File: config.mk
export PLATFORM = sky130hd
export DESIGN_NAME = vecmac_accum4_flat
export DESIGN_NICKNAME = d
export VERILOG_FILES = /design/src/rtl/vecmac_accum4_pkg.sv /design/src/rtl/vecmac_accum4_if.sv /design/src/rtl/vecmac_accum4_add_tree4.sv /design/src/rtl/vecmac_accum4.sv /design/src/flat_wrapper.sv
export SDC_FILE = /design/constraint.sdc
export NUM_CORES = 1
export LEC_CHECK = 0
export BUFFER_PORTS_ARGS = -buffer_cell sky130_fd_sc_hd__buf_4
export CAP_MARGIN = 5
export CORE_MARGIN = 2
export CORE_UTILIZATION = 59
export DETAILED_ROUTE_END_ITERATION = 8
export PLACE_DENSITY = 0.83
export SLEW_MARGIN = 0
export SYNTH_ARGS = -nofsm -noshare
export SYNTH_HDL_FRONTEND = slang
export SYNTH_HIERARCHICAL = 1
export SYNTH_SLANG_ARGS = --single-unit
File: constraint.sdc
create_clock -name clk -period 3.6 [get_ports clk]
set_input_delay 0.36 -clock clk [delete_from_list [all_inputs] [get_ports clk]]
set_output_delay 0.36 -clock clk [all_outputs]
set_load 0.02 [all_outputs]
File: src/rtl/vecmac_accum4_pkg.sv
// Shared constants and types for the vecmac_accum4 dot-product accumulator.
// Lane extension is a shared helper so the adder tree and any future lane logic agree.
package vecmac_pkg;

    localparam int LANES     = 4;
    localparam int PROD_W    = 16;
    localparam int SUM4_W    = 18;
    localparam int ACC_W_DEF = 32;

    typedef logic [LANES-1:0][PROD_W-1:0] prod_lanes_t;

    function automatic logic [PROD_W:0] lane_ext(input logic [PROD_W-1:0] p, input bit sgn);
        return {sgn & p[PROD_W-1], p};
    endfunction

endpackage

File: src/rtl/vecmac_accum4_if.sv
// Beat input / result output bundle between the multiplier pipeline and vecmac_accum4.
interface vecmac_accum4_if #(parameter int ACC_W = 32);

    logic             in_valid;
    logic             in_last;
    logic [63:0]      product;
    logic             clear;
    logic             out_valid;
    logic [ACC_W-1:0] result;
    logic [15:0]      out_count;
    logic             out_ovf;

    modport master (
        output in_valid, in_last, product, clear,
        input  out_valid, result, out_count, out_ovf
    );

    modport slave (
        input  in_valid, in_last, product, clear,
        output out_valid, result, out_count, out_ovf
    );

endinterface

File: src/rtl/vecmac_accum4_add_tree4.sv
// Two-register-stage reduction of four 16-bit lanes into an 18-bit sum.
// Valid/last ride alongside the data; clear kills both stages' valids.
module add_tree4 import vecmac_pkg::*; #(
    parameter bit SIGNED = 1'b1
) (
    input  logic              clk,
    input  logic              rst,
    input  logic              clear,
    input  logic              in_valid,
    input  logic              in_last,
    input  prod_lanes_t       lanes,
    output logic              out_valid,
    output logic              out_last,
    output logic [SUM4_W-1:0] sum4
);

    logic [PROD_W:0] s01;
    logic [PROD_W:0] s23;
    logic            s1_valid;
    logic            s1_last;

    always_ff @(posedge clk or posedge rst) begin
        if (rst) begin
            s01       <= '0;
            s23       <= '0;
            s1_valid  <= 1'b0;
            s1_last   <= 1'b0;
            sum4      <= '0;
            out_valid <= 1'b0;
            out_last  <= 1'b0;
        end else begin
            s1_valid  <= in_valid & ~clear;
            s1_last   <= in_valid & in_last;
            s01       <= lane_ext(lanes[0], SIGNED) + lane_ext(lanes[1], SIGNED);
            s23       <= lane_ext(lanes[2], SIGNED) + lane_ext(lanes[3], SIGNED);
            out_valid <= s1_valid & ~clear;
            out_last  <= s1_last;
            sum4      <= {SIGNED & s01[PROD_W], s01} + {SIGNED & s23[PROD_W], s23};
        end
    end

endmodule

File: src/rtl/vecmac_accum4.sv
// Accumulates reduced 4-lane beats into a running dot product; emits sum, beat
// count and sticky overflow when a beat tagged last reaches the accumulator.
(* use_dsp = "no" *)
module vecmac_accum4 import vecmac_pkg::*; #(
    parameter int ACC_W  = ACC_W_DEF,
    parameter bit SIGNED = 1'b1
) (
    input  logic            clk,
    input  logic            rst,
    vecmac_accum4_if.slave  bus
);

    logic              s2_valid;
    logic              s2_last;
    logic [SUM4_W-1:0] sum4;

    logic [ACC_W-1:0]  addend;
    logic [ACC_W-1:0]  base;
    logic [ACC_W:0]    nxt;
    logic              ovf_step;
    logic              ovf_nxt;
    logic [15:0]       cnt_nxt;

    logic [ACC_W-1:0]  acc;
    logic              first;
    logic [15:0]       cnt;
    logic              ovf_sticky;

    logic              out_valid_q;
    logic [ACC_W-1:0]  result_q;
    logic [15:0]       out_count_q;
    logic              out_ovf_q;

    add_tree4 #(.SIGNED(SIGNED)) u_tree (
        .clk       (clk),
        .rst       (rst),
        .clear     (bus.clear),
        .in_valid  (bus.in_valid),
        .in_last   (bus.in_last),
        .lanes     (prod_lanes_t'(bus.product)),
        .out_valid (s2_valid),
        .out_last  (s2_last),
        .sum4      (sum4)
    );

    always_comb begin
        if (SIGNED) addend = ACC_W'($signed(sum4));
        else        addend = ACC_W'(sum4);

        base = first ? '0 : acc;
        nxt  = {1'b0, base} + {1'b0, addend};

        // Signed overflow: like-signed operands producing an opposite-signed sum.
        if (SIGNED) ovf_step = (base[ACC_W-1] == addend[ACC_W-1]) && (nxt[ACC_W-1] != base[ACC_W-1]);
        else        ovf_step = nxt[ACC_W];

        ovf_nxt = ovf_step | (ovf_sticky & ~first);

        if (first)           cnt_nxt = 16'd1;
        else if (cnt == '1)  cnt_nxt = cnt;
        else                 cnt_nxt = cnt + 16'd1;
    end

    always_ff @(posedge clk or posedge rst) begin
        if (rst) begin
            acc         <= '0;
            first       <= 1'b1;
            cnt         <= '0;
            ovf_sticky  <= 1'b0;
            out_valid_q <= 1'b0;
            result_q    <= '0;
            out_count_q <= '0;
            out_ovf_q   <= 1'b0;
        end else begin
            out_valid_q <= 1'b0;
            if (bus.clear) begin
                first <= 1'b1;
            end else if (s2_valid) begin
                acc        <= nxt[ACC_W-1:0];
                cnt        <= cnt_nxt;
                ovf_sticky <= ovf_nxt;
                first      <= s2_last;
                if (s2_last) begin
                    result_q    <= nxt[ACC_W-1:0];
                    out_count_q <= cnt_nxt;
                    out_ovf_q   <= ovf_nxt;
                    out_valid_q <= 1'b1;
                end
            end
        end
    end

    assign bus.out_valid = out_valid_q;
    assign bus.result    = result_q;
    assign bus.out_count = out_count_q;
    assign bus.out_ovf   = out_ovf_q;

endmodule

File: src/flat_wrapper.sv
// flat-port wrapper written by rule: the top's interface ports become plain ports
module vecmac_accum4_flat import vecmac_pkg::*;
#(
    parameter int ACC_W  = ACC_W_DEF,
    parameter bit SIGNED = 1'b1
)
  (clk, rst, bus_in_valid, bus_in_last, bus_product, bus_clear, bus_out_valid, bus_result, bus_out_count, bus_out_ovf);
  vecmac_accum4_if #(.ACC_W(ACC_W)) bus_i ();
  input  logic clk;
  input  logic rst;
  input wire logic [$bits(bus_i.in_valid)-1:0] bus_in_valid;
  input wire logic [$bits(bus_i.in_last)-1:0] bus_in_last;
  input wire logic [$bits(bus_i.product)-1:0] bus_product;
  input wire logic [$bits(bus_i.clear)-1:0] bus_clear;
  output wire logic [$bits(bus_i.out_valid)-1:0] bus_out_valid;
  output wire logic [$bits(bus_i.result)-1:0] bus_result;
  output wire logic [$bits(bus_i.out_count)-1:0] bus_out_count;
  output wire logic [$bits(bus_i.out_ovf)-1:0] bus_out_ovf;
  assign bus_i.in_valid = bus_in_valid;
  assign bus_i.in_last = bus_in_last;
  assign bus_i.product = bus_product;
  assign bus_i.clear = bus_clear;
  assign bus_out_valid = bus_i.out_valid;
  assign bus_result = bus_i.result;
  assign bus_out_count = bus_i.out_count;
  assign bus_out_ovf = bus_i.out_ovf;
  vecmac_accum4 #(.ACC_W(ACC_W), .SIGNED(SIGNED)) u_core (.clk(clk), .rst(rst), .bus(bus_i));
endmodule
==> out/qor.yml, run 1 <==
timing:
  max_freq_ghz: 0.291
  final_period_minus_worst_setup_slack_ps: 3440
  finalClockSkew_ps: 7.78
  timing.setup.tns_ps: 0
  max-slew-margin-rel_pct: 33.0
  report.final.setup_viol: 0
  drv_slew: 0
  fin_crit_sh_pct: 95.5
  final-hold-violation-count: 0
  least_margin_pin_slew_ps: 1000
cts:
  cts_hold_buffers: 0
  clk_lat_worst_skew_ps: 430
  cts_tree: "built"
  clk_pin_slew_ps: 60
  num_cts_buffers: 17
  cts_root_buf: "clkbuf_16"
  htree_levels: 4
  cts.sinks: 156
  clock_tree.buffer_depth: 2
synth:
  synth-compound-area-share_pct: 22.0
  synth_top_family_by_area: "compound AO/OA/AOI/OAI gates"
  synthTopCellsByArea: "dfrtp_1 (40%), ha_1 (10%), o21ai_0 (6.1%), nand2_1 (5.9%), a21oi_1 (4.2%)"
  unique_masters_post_synth: 77
  synth_top_flop_cell: "dfrtp_1"
  synthesized_flop_and_latch_total: 156
  synth_edf_count: 0
  post_synth_xor_area_fraction_pct: 6.55
  yosys_warnings: 6
  mappedNetlistNets: 1228
  synth.yosys.seq_area_share_pct: 40.1
  asyncSetResetFlopFracSynth_pct: 100
  synth.top_cell.area_share_pct: 39.8
  synth_top_area_cell: "dfrtp_1"
  avgSynthCellArea_sq_um: 9.07
  synth_adder_area_share_pct: 11.2
  synth_simple_gate_area_share_pct: 16.8
  synthesis.instances: 1074
  mappedNetlistArea_sq_um: 9740
  share_of_cell_area_taken_by_muxes_after_synthesis_pct: 0.617
place:
  placedCellCount: 1379
  global_placement_routability_congestion: 0.920
  place.detailed.hpwl_um: 15100
  place.port_buffers: 118
grt:
  first_global_vias: 7964
  largest_net_degree_at_the_start_of_global_routing: 91
  antenna_found_initial: 0
  grt_first_pass_wirelength_um: 36100
  gr-usage-all-layers_pct: 24.9
  grt-ovfl-total: 0
pwr:
  power.density_nw_per_um2: 599
  combinational_power_share_pct: 38.3
  switchingPower_uw: 2490
  sw_frac_of_total_pct: 36.3
  vdd.ir_drop.worst_mv: 0.378
  seqPwrFrac_pct: 36.4
  clock_power_share_pct: 25.3
  power.static_leakage_uw: 0.00531
  intPower_uw: 4360
critical_path:
  worstPathBufferInverterCount: 2
  critical_path.cell_chain: "buf_2 > buf_4 > nor2b_1 > ha_1 > o21a_1 > o2111a_1 > a32oi_2 > o311a_1 > o41a_1 > xnor2_2 > a21oi_1 > a311oi_1"
  critical_path.max_stage_delay_ps: 620
  worstRegToRegCells: 12
  crit_path_end_kind: "register"
  critical_register_to_register_path_startpoint: "u_core/first$_DFFE_PP1P_"
  worst_setup_path_start_kind: "register"
  cp_data_arrival_time_ps: 3760
  timing.critical_path.required_ps: 3920
  regToRegEndpoint: "u_core/acc[31]$_DFFE_PP0P_"
  worst-setup-path-type: "register to register"
  path_delay_family: "compound AO/OA/AOI/OAI gates"
  r2r_setup_slack_ps: 160
  crit_fanout: 7
  crit_slowest_cell: "dfstp_2"
detailed_routing:
  drt-initial-drc-count: 563
  wl_per_cell_um: 15.0
  detailed_route_via_count: 8217
  detailed_route_wl_um: 21200
  drtPass1Iterations: 5
  drcViolationCount: 0
  ant_nets: 0
  vias_per_cell: 5.81
finish:
  fill_cells: 1233
  antenna_cells_inserted: 0
  post_layout_nonfiller_instances: 1414
  mostFrequentLayoutCells: "dfrtp_1 (155), nand2_1 (151), buf_4 (130), o21ai_0 (119), a21oi_1 (82)"
  layout-drive-gt1-share_pct: 15.8
  design.final.nets: 1339
  layout.cells.most_common: "dfrtp_1"
  final-seq-area_sq_um: 3910
  syn_to_final_growth_pct: 17.4
  multiInputGateArea_sq_um: 5570
die:
  chip_height_um: 132
  area_inside_the_core_boundary_sq_um: 16000
  placementRows: 46
  dieArea_sq_um: 17600
  top_level_i_o_count: 119
  chipWidth_um: 132
  initial_cell_density_of_the_core_pct: 60.9
hold_path:
  worst_hold_path_type: "primary input to asynchronous set/reset pin"
status:
  status: "finished clean"
run:
  max_cap_violations: 0
-- state kept, by name, summed over array words and instances (netlist names) --
name / count
u_core/acc: 32
u_core/bus.out_count: 16
u_core/bus.out_ovf: 1
u_core/bus.out_valid: 1
u_core/bus.result: 32
u_core/cnt: 16
u_core/first: 1
u_core/ovf_sticky: 1
u_core/u_tree/out_last: 1
u_core/u_tree/out_valid: 1
u_core/u_tree/s01: 17
u_core/u_tree/s1_last: 1
u_core/u_tree/s1_valid: 1
u_core/u_tree/s23: 17
u_core/u_tree/sum4: 18
-- synthesized netlist by cell type, types with 7 or more instances --
cell        n
nand3_1    26
and3_1     12
a211oi_1   10
a21oi_1    82
a21o_1     27
o31ai_1     9
a31oi_1     7
o211ai_1   10
nor2_1     55
nor3_1     13
o21ai_0   119
xnor2_1    46
xor2_1     25
nor2b_1    40
nand4_1     9
o21ai_1     8
inv_1      32
nand2_1   152
o21a_1     10
clkbuf_1   32
ha_1       81
dfrtp_1   155
o21bai_1    9
-- stage by stage --
step / util [%] / setup slack (ps) / area (sq um) / power (uW) / hold WS (ps)
after global placement: 67.7 / 308 / 10800 / 5000 / 344
after global routing: 71.5 / -52.4 / 11400 / 7310 / 118
final: 71.5 / 162 / 11400 / 6850 / 122
after floorplan: - / 294 / 9740 / 4320 / 331
after CTS: 71.3 / 130 / 11400 / 6860 / 110
after detailed placement: 67.7 / 144 / 10800 / 5080 / 338
-- metal layers --
metal	wire (um)	track usage [%]	vias up
met3	999	3.79	39
met4	420	9.26	0
met5	0	0	-
met2	10600	43.0	263
li1	-	-	4069
met1	9240	31.7	3846
-- worst min-delay path: stages --
cell   delay (ps)
buf_4         130
inv_2          40
buf_4         510
-- power by group through the flow --
stage | clock network, uW | logic [uW] | registers, uW
global placement | 0 | 2500 | 2500
finish | 1740 | 2620 | 2490
detailed placement | 0 | 2570 | 2510
CTS | 1770 | 2600 | 2490
global route | 1840 | 2930 | 2540
floorplan | 0 | 1720 | 2610
-- what timing repair did --
action,4_1_cts,5_1_grt
gates resized for setup,0,1
buffers inserted,0,3
setup endpoints to repair,0,2
-- how the worst max path moves through the flow --
stage | endpoint | startpoint | cells past startpoint
final | u_core/acc[31]$_DFFE_PP0P_ | u_core/first$_DFFE_PP1P_ | 12
after global routing | u_core/acc[30]$_DFFE_PP0P_ | u_core/first$_DFFE_PP1P_ | 11
after CTS | u_core/acc[31]$_DFFE_PP0P_ | u_core/first$_DFFE_PP1P_ | 11
after detailed placement | u_core/acc[31]$_DFFE_PP0P_ | u_core/first$_DFFE_PP1P_ | 11
after global placement | u_core/bus.out_ovf$_DFFE_PP0P_ | u_core/first$_DFFE_PP1P_ | 11
after floorplan | u_core/acc[28]$_DFFE_PP0P_ | u_core/first$_DFFE_PP1P_ | 13
-- logic make-up (layout without fill, tap and decap cells) --
| group | after synthesis | after routing |
|---|---|---|
| and+or+nand+nor | 344 | 344 |
| AOI/OAI and AO/OA | 340 | 340 |
| DFF | 156 | 156 |
| adders and majority gates | 85 | 85 |
| xor gates and xnor gates | 72 | 72 |
| buffers and inverters | 71 | 195 |
| muxes | 6 | 6 |
-- final cells by class --
class,count,area share (%)
tap,216,2.36
clock buffer,25,4.42
timing repair buffer,131,8.58
clock inverter,7,0.689
multi-input combinational,847,48.7
sequential,156,34.1
inverter,32,1.07
No activity file was read; power rests on OpenSTA's default activity.
==> run 2, diff against run 1 <==
CELL_PAD_IN_SITES_DETAIL_PLACEMENT = 1   (was unset)
CELL_PAD_IN_SITES_GLOBAL_PLACEMENT = 1   (was unset)
CORE_UTILIZATION = 45   (was 59)
==> out/qor.yml, run 2 (synthesis results as in run 1) <==
status:
  status: "finished clean"
detailed_routing:
  ant_nets: 0  # unchanged
  wl_per_cell_um: 17.3  # +15%
  detailed_route_wl_um: 25500  # +20%
  drcViolationCount: 0  # unchanged
  detailed_route_via_count: 8415  # +2.4%
  vias_per_cell: 5.72  # -1.6%
  drtPass1Iterations: 5  # unchanged
  drt-initial-drc-count: 318  # -44%
run:
  max_cap_violations: 0  # unchanged
timing:
  fin_crit_sh_pct: 93.1  # -2.4 points
  drv_slew: 0  # unchanged
  final_period_minus_worst_setup_slack_ps: 3350  # -85.6 ps
  finalClockSkew_ps: 8.99  # +1.21 ps
  report.final.setup_viol: 0  # unchanged
  max_freq_ghz: 0.298  # +2.6%
  rsz_0062_raised_after_global_routing: "true"
  least_margin_pin_slew_ps: 827  # -177 ps
  final-hold-violation-count: 0  # unchanged
  final.hold.worst_slack_ps: 48.0  # -73.6 ps
  max-slew-margin-rel_pct: 44.8  # +12 points
die:
  initial_cell_density_of_the_core_pct: 46.0  # -15 points
  placementRows: 53  # +15%
  chipWidth_um: 151  # +14%
  dieArea_sq_um: 22800  # +30%
  area_inside_the_core_boundary_sq_um: 21200  # +32%
  top_level_i_o_count: 119  # unchanged
  chip_height_um: 151  # +14%
finish:
  multiInputGateArea_sq_um: 5590  # +0.29%
  final-seq-area_sq_um: 3910  # unchanged
  layout-drive-gt1-share_pct: 15.8  # +0.026 points
  fill_cells: 2456  # +99%
  syn_to_final_growth_pct: 19.2
  layout.cells.most_common: "dfrtp_1"
  mostFrequentLayoutCells: "dfrtp_1 (155), nand2_1 (151), buf_4 (127), o21ai_0 (119), a21oi_1 (82)"
  design.final.nets: 1338  # -0.075%
  antenna_cells_inserted: 0  # unchanged
cts:
  postCtsSetupRepairBufs: 0  # unchanged
  cts.sinks: 156  # unchanged
  cts_hold_buffers: 0  # unchanged
  clk_pin_slew_ps: 70  # about the same
  clock_tree.buffer_depth: 2  # unchanged
  num_cts_buffers: 17  # unchanged
  htree_levels: 4  # unchanged
  cts_root_buf: "clkbuf_16"
  clk_lat_worst_skew_ps: 430  # about the same
  cts_tree: "built"
pwr:
  power.static_leakage_uw: 0.00536  # +0.98%
  vdd.ir_drop.worst_mv: 0.342  # -9.6%
  post-layout-total-power_uw: 7220  # +5.4%
  power.density_nw_per_um2: 622  # +3.7%
critical_path:
  worstPathBufferInverterCount: 1  # -1
  r2r_setup_slack_ps: 250  # +90 ps
  worst_setup_path_start_kind: "register"
  timing.critical_path.required_ps: 3890  # -30 ps
  critical_register_to_register_path_startpoint: "u_core/first$_DFFE_PP1P_"
  crit_fanout: 20  # +13
  worst-setup-path-type: "register to register"
  regToRegEndpoint: "u_core/bus.out_ovf$_DFFE_PP0P_"
  crit_path_end_kind: "register"
  critical_path.max_stage_delay_ps: 640  # +20 ps
  path_delay_family: "compound AO/OA/AOI/OAI gates"
  worstRegToRegCells: 11  # -1
  path_depth: 11  # -1
  cp_data_arrival_time_ps: 3640  # -120 ps
  critical_path.cell_chain: "buf_12 > nor2b_1 > ha_1 > and4_1 > o2111a_1 > a32oi_2 > o311a_1 > o41a_1 > and3_1 > nor2_1 > a31oi_1"
  crit_slowest_cell: "dfstp_2"
place:
  global_placement_routability_congestion: 0.884  # -3.9%
  place.port_buffers: 118  # unchanged
  place.detailed.hpwl_um: 18600  # +23%
grt:
  first_global_vias: 8872  # +11%
  grt_first_pass_wirelength_um: 43000  # +19%
  antenna_found_initial: 0  # unchanged
  largest_net_degree_at_the_start_of_global_routing: 91  # unchanged
  gr-usage-all-layers_pct: 23.5  # -1.4 points
  grt-ovfl-total: 0  # unchanged
hold_path:
  worst_hold_path_type: "primary input to asynchronous set/reset pin"
[run 2: changes by cell type in the layout (fill, tap and decap cells not counted), moves of 3 or more]
cell | previous run | this run
inv_6 | 1 | 4
clkbuf_8 | 5 | 1
bufinv_16 | 1 | 5
buf_4 | 130 | 127
[run 2: worst max-delay path by stage]
| stage | from | endpoint | slack, ps |
|---|---|---|---|
| after detailed placement | u_core/first$_DFFE_PP1P_ | u_core/acc[30]$_DFFE_PP0P_ | 250 |
| after floorplan | u_core/first$_DFFE_PP1P_ | u_core/acc[28]$_DFFE_PP0P_ | 290 |
| after global routing | u_core/first$_DFFE_PP1P_ | u_core/acc[31]$_DFFE_PP0P_ | -9 |
| after CTS | u_core/first$_DFFE_PP1P_ | u_core/acc[30]$_DFFE_PP0P_ | 220 |
| after global placement | u_core/first$_DFFE_PP1P_ | u_core/bus.out_ovf$_DFFE_PP0P_ | 400 |
| final | u_core/first$_DFFE_PP1P_ | u_core/bus.out_ovf$_DFFE_PP0P_ | 250 |
[run 2: final cells by class]
type	count	share of cell area, %
sequential	156	33.6
multi-input combinational	847	48.1
clock inverter	12	1.78
inverter	32	1.06
clock buffer	19	3.81
tap	275	2.96
timing repair buffer	130	8.65
[run 2: report_power, final]
part | internal, uW | switching, uW
combinational | 1110 | 1610
sequential | 2220 | 283
clock | 1250 | 737
total | 4590 | 2630
[run 2: routing by layer]
metal / up-vias / global-route usage [%] / wire length (um)
met5: - / 0 / 0
met1: 4121 / 28.3 / 11000
met2: 185 / 42.6 / 13000
met3: 53 / 3.22 / 778
li1: 4056 / - / -
met4: 0 / 8.93 / 678
[run 2: metrics by stage]
stage	setup WS, ps	util (%)	instances	area, sq um	TNS [ps]
after floorplan	294	-	1074	9740	0
after global placement	402	51.7	1440	10900	0
after detailed placement	254	51.7	1440	10900	0
after CTS	217	54.8	1471	11600	0
after global routing	-9.29	54.9	1471	11600	-9.29
final	248	54.9	1471	11600	0
[run 2: worst reg2reg max path: stages, from the launching register on]
cell,delay [ps]
dfstp_2,640
buf_12,190
nor2b_1,70
ha_1,400
and4_1,220
o2111a_1,210
a32oi_2,120
o311a_1,440
o41a_1,490
and3_1,200
nor2_1,140
a31oi_1,100
[run 2: timing repair]
action / CTS / global route
endpoints found under the hold margin: 0 / 0
endpoints found under the setup margin: 0 / 4
gates resized for setup: 0 / 3
